**config.mk**
```make
export PLATFORM = sky130hd
export DESIGN_NAME = pu_ex_md
export DESIGN_NICKNAME = d
export VERILOG_FILES = /design/src/rtl/pu_ex_md.sv
export SDC_FILE = /design/constraint.sdc
export NUM_CORES = 1
export LEC_CHECK = 0
export ABC_CLOCK_PERIOD_IN_PS = 3150
export BUFFER_PORTS_ARGS = -buffer_cell sky130_fd_sc_hd__buf_2
export CAP_MARGIN = 30
export CORE_MARGIN = 2
export CORE_UTILIZATION = 40
export DETAILED_ROUTE_END_ITERATION = 7
export PLACE_DENSITY = 0.66
export SKIP_LAST_GASP = 1
export SYNTH_ARGS = -nofsm -noshare
export SYNTH_HDL_FRONTEND = slang
export SYNTH_SLANG_ARGS = --single-unit
```
**constraint.sdc**
```tcl
create_clock -name clk -period 3.15 [get_ports clk]
set_clock_uncertainty 0.15 [all_clocks]
set_input_delay 0.63 -clock clk [delete_from_list [all_inputs] [get_ports clk]]
set_output_delay 0.63 -clock clk [all_outputs]
set_load 0.005 [all_outputs]
```
**src/rtl/pu_ex_md.sv**
```systemverilog
// pu_ex_md: multi-cycle multiply/divide sequencer owning the HI/LO registers
module pu_ex_md #(
    parameter int DATA_W = 32
) (
    input  logic              clk,
    input  logic              reset,
    input  logic              start,
    input  logic [2:0]        op,
    input  logic [DATA_W-1:0] in0,
    input  logic [DATA_W-1:0] in1,
    input  logic              flush,
    output logic              busy,
    output logic              done,
    output logic [DATA_W-1:0] hi,
    output logic [DATA_W-1:0] lo
);
    localparam int CW = (DATA_W > 2) ? $clog2(DATA_W) : 1;
    localparam logic [CW-1:0] LAST = CW'(DATA_W - 1);
    localparam logic [DATA_W-1:0] ONE = 1;
    localparam logic [2*DATA_W-1:0] ONE2 = 1;

    typedef enum logic [1:0] {IDLE, MUL, DIV, FIX} state_t;

    state_t              state, state_d;
    logic [2*DATA_W-1:0] acc, mul_n, div_n, prod;
    logic [DATA_W-1:0]   b, ma, mb, rem_n, q, r;
    logic [DATA_W:0]     sum, u;
    logic [CW-1:0]       cnt;
    logic                neg_q, neg_r, is_div, sgn, dz, go, ge;

    function automatic logic [DATA_W-1:0] neg(input logic [DATA_W-1:0] x);
        return ~x + ONE;
    endfunction

    assign busy  = (state != IDLE);
    assign sgn   = ~op[0];
    assign dz    = (in1 == '0);
    assign go    = start && !flush && (state == IDLE);
    assign ma    = (sgn && in0[DATA_W-1]) ? neg(in0) : in0;
    assign mb    = (sgn && in1[DATA_W-1]) ? neg(in1) : in1;
    // shift-add step: multiplier bits sit in the low half and shift out as the product shifts in
    assign sum   = {1'b0, acc[2*DATA_W-1:DATA_W]} + (acc[0] ? {1'b0, b} : '0);
    assign mul_n = {sum, acc[DATA_W-1:1]};
    // restoring step: shifted partial remainder is one bit wider than the divisor
    assign u     = acc[2*DATA_W-1:DATA_W-1];
    assign ge    = (u >= {1'b0, b});
    assign rem_n = ge ? (u[DATA_W-1:0] - b) : u[DATA_W-1:0];
    assign div_n = {rem_n, acc[DATA_W-2:0], ge};
    assign prod  = neg_q ? (~acc + ONE2) : acc;
    assign q     = acc[DATA_W-1:0];
    assign r     = acc[2*DATA_W-1:DATA_W];

    // state register
    always_ff @(posedge clk) begin
        if (!reset) state <= IDLE;
        else        state <= state_d;
    end

    // next-state: divide by zero skips iteration, flush always returns to idle
    always_comb begin
        state_d = state;
        case (state)
            IDLE:     if (go && !op[2]) state_d = op[1] ? (dz ? FIX : DIV) : MUL;
            MUL, DIV: if (cnt == LAST) state_d = FIX;
            default:  state_d = IDLE;
        endcase
        if (flush) state_d = IDLE;
    end

    // datapath: operand latch, iteration, sign fix-up and HI/LO writeback
    always_ff @(posedge clk) begin
        if (!reset) begin
            hi     <= '0;
            lo     <= '0;
            acc    <= '0;
            b      <= '0;
            cnt    <= '0;
            done   <= 1'b0;
            neg_q  <= 1'b0;
            neg_r  <= 1'b0;
            is_div <= 1'b0;
        end else begin
            done <= 1'b0;
            cnt  <= '0;
            if (go && op == 3'd4) begin
                hi   <= in0;
                done <= 1'b1;
            end
            if (go && op == 3'd5) begin
                lo   <= in0;
                done <= 1'b1;
            end
            if (go && !op[2]) begin
                is_div <= op[1];
                neg_q  <= sgn && !(op[1] && dz) && (in0[DATA_W-1] ^ in1[DATA_W-1]);
                neg_r  <= sgn && !(op[1] && dz) && in0[DATA_W-1];
                b      <= op[1] ? mb : ma;
                acc    <= (op[1] && dz) ? {in0, {DATA_W{1'b1}}} : {{DATA_W{1'b0}}, op[1] ? ma : mb};
            end
            if (!flush && (state == MUL || state == DIV)) begin
                acc <= (state == MUL) ? mul_n : div_n;
                cnt <= cnt + CW'(1);
            end
            if (!flush && state == FIX) begin
                hi   <= is_div ? (neg_r ? neg(r) : r) : prod[2*DATA_W-1:DATA_W];
                lo   <= is_div ? (neg_q ? neg(q) : q) : prod[DATA_W-1:0];
                done <= 1'b1;
            end
        end
    end
endmodule
```
Yosys cells after proc, flatten, opt, wreduce, memory -nomap -nowiden
Index checks and enable logic that the tools add are counted.
{"block": "totals", "register_bits": 171, "wordCells": 89, "out_inout_bits": 66}
{"block": "classes", "n_eq_ne": 8, "addsub": 8, "mux": 27, "n_bitwise": 8, "n_lt_le_gt_ge": 1, "n_reduce_logical": 27}
{"operator": "$mux 32", "n": 14}
{"operator": "$mux 64", "n": 5}
{"operator": "$add 32x1->32 const B", "n": 4}
{"operator": "$not 32->32", "n": 4}
{"operator": "$add 64x1->64 const B", "n": 1}
{"operator": "$not 64->64", "n": 1}
{"operator": "$add 32x32->33", "n": 1}
{"operator": "$ge 33x32->1", "n": 1}
{"operator": "$logic_not 32->1", "n": 1}
{"operator": "$sub 32x32->32", "n": 1}
{"operator": "$logic_and 1x1->1", "n": 13}
{"operator": "$reduce_bool 2->1", "n": 4}
{"operator": "$eq 3x3->1 const B", "n": 2}
{"operator": "$mux 2", "n": 3}
{"operator": "$add 5x1->5 const B", "n": 1}
{"operator": "$eq 5x5->1 const B", "n": 1}
{"operator": "$eq 2x2->1 const B", "n": 2}
{"operator": "$mux 1", "n": 4}
{"operator": "$pmux 2 s2", "n": 1}
{"operator": "$reduce_and 2->1", "n": 2}
{"operator": "$reduce_or 2->1", "n": 2}
{"operator": "$logic_not 1->1", "n": 3}
{"operator": "$eq 2x1->1 const B", "n": 1}
{"operator": "$logic_not 2->1", "n": 1}
{"operator": "5 further kinds", "n": 6}

Logic depth before layout (Yosys ltp)
{"block": "logic_depth", "depth_word": 7, "mapped_depth": 14}

Least setup slack after synthesis
Ideal clock, no wire load.
{"block": "synth_path", "path_kind": "register to register", "from": "reg acc[59]", "to": "reg acc[55]", "arrival_time_ps": 3081, "path_buffers": 2, "period_less_slack_ps": 3347, "setup_slack_ps": -197, "stages_incl_launch_ff": 12, "setup_ps": 116, "cell_sequence": "dfxtp_1 ha_1 and2_1 a221oi_1 nand2_1 and3b_1 or4_1 nor2b_1 clkbuf_1 clkbuf_1 o211ai_1 a31o_2"}
{"block": "synth_between", "elab_chain_cells": 4}
{"item": "start: declaration", "line": "25", "rtl": "logic [2*DATA_W-1:0] acc, mul_n, div_n, prod;"}
{"item": "start signal: assignment", "line": "98", "rtl": "acc <= (op[1] && dz) ? {in0, {DATA_W{1'b1}}} : {{DATA_W{1'b0}}, op[1] ? ma : mb};"}
{"item": "start signal: assignment", "line": "101", "rtl": "acc <= (state == MUL) ? mul_n : div_n;"}
{"item": "$ge 33x32->1", "line": "46", "rtl": "assign ge = (u >= {1'b0, b});"}
{"item": "$mux 32", "line": "47", "rtl": "assign rem_n = ge ? (u[DATA_W-1:0] - b) : u[DATA_W-1:0];"}
{"item": "$mux 64", "line": "101"}
{"item": "$mux 64", "line": "100", "rtl": "if (!flush && (state == MUL || state == DIV)) begin"}
Every way passes these cells.
A chain may end at the register's enable or synchronous reset.

Worst setup path in the final report
{"block": "layout_path", "from": "reg acc[40]", "to": "reg acc[62]"}
{"block": "layout_between", "elab_chain_cells": 4, "elab_cells_between_ends": 6}
{"item": "$sub 32x32->32 / $ge 33x32->1 (equally long branches)", "line": "47, 46"}
{"item": "$mux 32", "line": "47"}
{"item": "$mux 64 (*)", "line": "101"}
{"item": "$mux 64 (*)", "line": "100"}
Every way passes the cells marked *; elsewhere a longest branch is shown, timed or not.

==> summary.txt <==
fin crit period - 3238 ps
total power - 7698 uW
CTS Root Cell - clkbuf_16
Worst Setup EP - acc[62]
power per cell area - 370.8 nW/um^2
Setup violations, final - 6
htree depth - 4
most frequent cells in the layout - buf_4 (370), nand2_1 (206), a21oi_1 (174)
fmax - 308.8 MHz
# fillers - 3605
sw power - 2971 uW
post-synth top area share - 22.41%
initial core utilization - 40.56%
WL final - 71.75 mm
DR WL/cell - 24.01 um
area delta synth->final - 35.90%
r2r worst-path depth - 13
critical path capture point type - flip-flop
status - finished with violations
first-pass GRT wire length - 103.3 mm
most common cell after layout, fill and taps aside - buf_4
largest fanout on the critical path - 3
sequential share of power - 29.9%
area leader, netlist - dfxtp_1
Max-Cap Viols - 0
Async S/R FF share, synth - 0%
WS Path Type - flip-flop to flip-flop
Total Nets Final - 2610
ranking of synthesized cells by area - dfxtp_1 (22%), a21oi_1 (6.1%), ha_1 (6.1%)
slack of the critical path - -87.92 ps
Comb pwr share - 41.0%
syn nets - 2201
DRC Markers - 0
crit path from - acc[40]
antenna viol nets, final - 0
mapped cell area - 15280 sq um
Skew-Pair Late Insertion Delay - 470 ps
Hold Fails Final Rpt - 0
DP HPWL - 54.34 mm
synth unique cells - 83
failing checks - negative setup slack
input/output buffers - 136
Period Utilization, post-route - 102.8%
die height - 199.4 um
vias - 17957
Core Box Area - 37670 sq um
hold_buf cts - 0
class of the worst hold path - flip-flop to flip-flop
CTS tree - yes
Req. time, crit path - 3350 ps
Total GRT Usage - 35.21%
total gr overflow - 0
Multi-input gate area - 11870 sq um
Slew Limit Fails - 0
largest net degree at the start of global routing - 89
I/O Pins - 137
reg2reg setup slack - -90 ps
sw frac - 38.60%
leak pwr - 0.009651 uW
Ys Warns - 0
worst slew pin tran - 769.5 ps
clk buf depth - 2
cts bufs inserted - 17
Post-synth EDFFs - 0
RSZ-0062 raised after global routing - true
1st-pass router iterations - 6
Clk pwr share - 29.2%
vias in the first global route - 16989
Setup WS pre-CTS - -348.3 ps
clk slew on worst S/H paths - 80 ps
width of the die - 199.4 um
clk sinks - 171
flops & latches, synth - 171
top_reg_cell synth - dfxtp_1
Int Pwr - 4727 uW
initial antenna violation count - 1
Synth Instances - 2054
type of origin of the critical path - flip-flop
Max IR drop VDD - 0.3820 mV
register area share after synthesis - 22.41%
die area - 39770 sq um
critical path arrival - 3430 ps
synthesized area per cell - 7.438 sq um
Reg area - 3463 sq um
row count - 71
Via density - 6.010
first-iteration detailed-routing DRC count - 1795
r2r endpoint - acc[62]
Rel. slew slack - 48.05%
share of cells above drive strength 1 - 31.62%
start of the worst register-to-register path - acc[40]
global placement routability congestion - 1.012
==> worst max-delay path, stage by stage (launching register included) <==
cell	delay, ps
dfxtp_4	370
buf_12	130
buf_6	110
ha_4	260
nand4_1	210
buf_4	220
nor2_1	110
o211ai_1	230
a21oi_1	310
o211ai_1	170
a211oi_1	320
o22ai_1	160
mux2i_1	250
o211ai_1	110
==> cells in the mapped netlist (all sizes together), types with 39 or more instances <==
cell      n
a21oi   186
clkbuf  123
dfxtp   171
ha       74
inv      60
mux2i    77
nand2   210
nand3    63
nor2    162
nor3     51
o211ai   39
o21ai   148
xnor2    82
xor2     82
==> final cells by class <==
cell class,instances,share of cell area (%)
multi-input cells,1675,57.17
clock buffers,18,2.115
clock inverters,14,0.8076
diodes,1,0.01205
inverters,62,1.193
well taps,511,3.080
flip-flops and latches,171,16.68
repair buffers,536,18.94
==> state kept, by name, summed over array words and instances (netlist names) <==
name and count:
b 32, neg_q 1, lo 32, hi 32, state 2, is_div 1
neg_r 1, done 1, acc 64, cnt 5
==> how the worst min path moves through the flow <==
stage	cells after the start	from	slack, ps	to
2_1_floorplan	1	cnt[0]	270	cnt[0]
3_3_place_gp	1	cnt[0]	290	cnt[0]
3_5_place_dp	1	cnt[0]	300	cnt[0]
4_1_cts	1	cnt[0]	310	cnt[0]
5_1_grt	1	cnt[0]	320	cnt[0]
6_report	1	cnt[0]	300	cnt[0]
==> metrics by stage <==
stage	util [%]	hold WS [ps]	setup TNS, ps	instances	area [sq um]
after floorplan	-	267.5	-4.383	2054	15330
after global placement	50.61	285.3	-13050	2928	19060
after detailed placement	50.61	298.1	-15400	2928	19060
after CTS	53.32	308.4	-271.9	2977	20080
after global routing	55.12	315.5	-1408	2988	20760
final	55.12	301.5	-378.4	2988	20760
==> kinds of logic (layout without fill, tap and decap cells) <==
kind of cell | after synthesis | after routing | share of synthesized area, %
compound gates | 638 | 638 | 27.13
xor+xnor | 164 | 164 | 9.402
fa+ha+maj | 76 | 76 | 6.323
buf+inv | 208 | 630 | 5.258
flops | 171 | 171 | 22.41
mux | 114 | 114 | 7.772
other cells | 0 | 1 | 0
simple gates | 683 | 683 | 21.70
==> per-layer routing <==
| layer | vias to the layer above | global-route usage (%) | share of wire [%] |
|---|---|---|---|
| li1 | 8294 | - | - |
| met1 | 8543 | 44.74 | 41 |
| met2 | 902 | 54.95 | 44 |
| met3 | 218 | 7.949 | 8.6 |
| met4 | 0 | 19.89 | 6.3 |
| met5 | - | 0 | 0 |
==> power groups by stage <==
stage / combinational [uW] / clock [uW] / sequential [uW]
after floorplan: 1470 / 0 / 2330
after global placement: 2710 / 0 / 2340
after detailed placement: 2720 / 0 / 2340
after CTS: 3010 / 2250 / 2290
after global routing: 3330 / 2340 / 2310
final: 3150 / 2250 / 2300
==> what timing repair did <==
item / 4_1_cts / 5_1_grt
setup endpoints to repair: 42 / 53
pin swaps: 30 / 65
gates cloned: 2 / 0
buffers inserted: 15 / 13
gates resized for setup: 61 / 146
(Power assumes the default switching activity.)
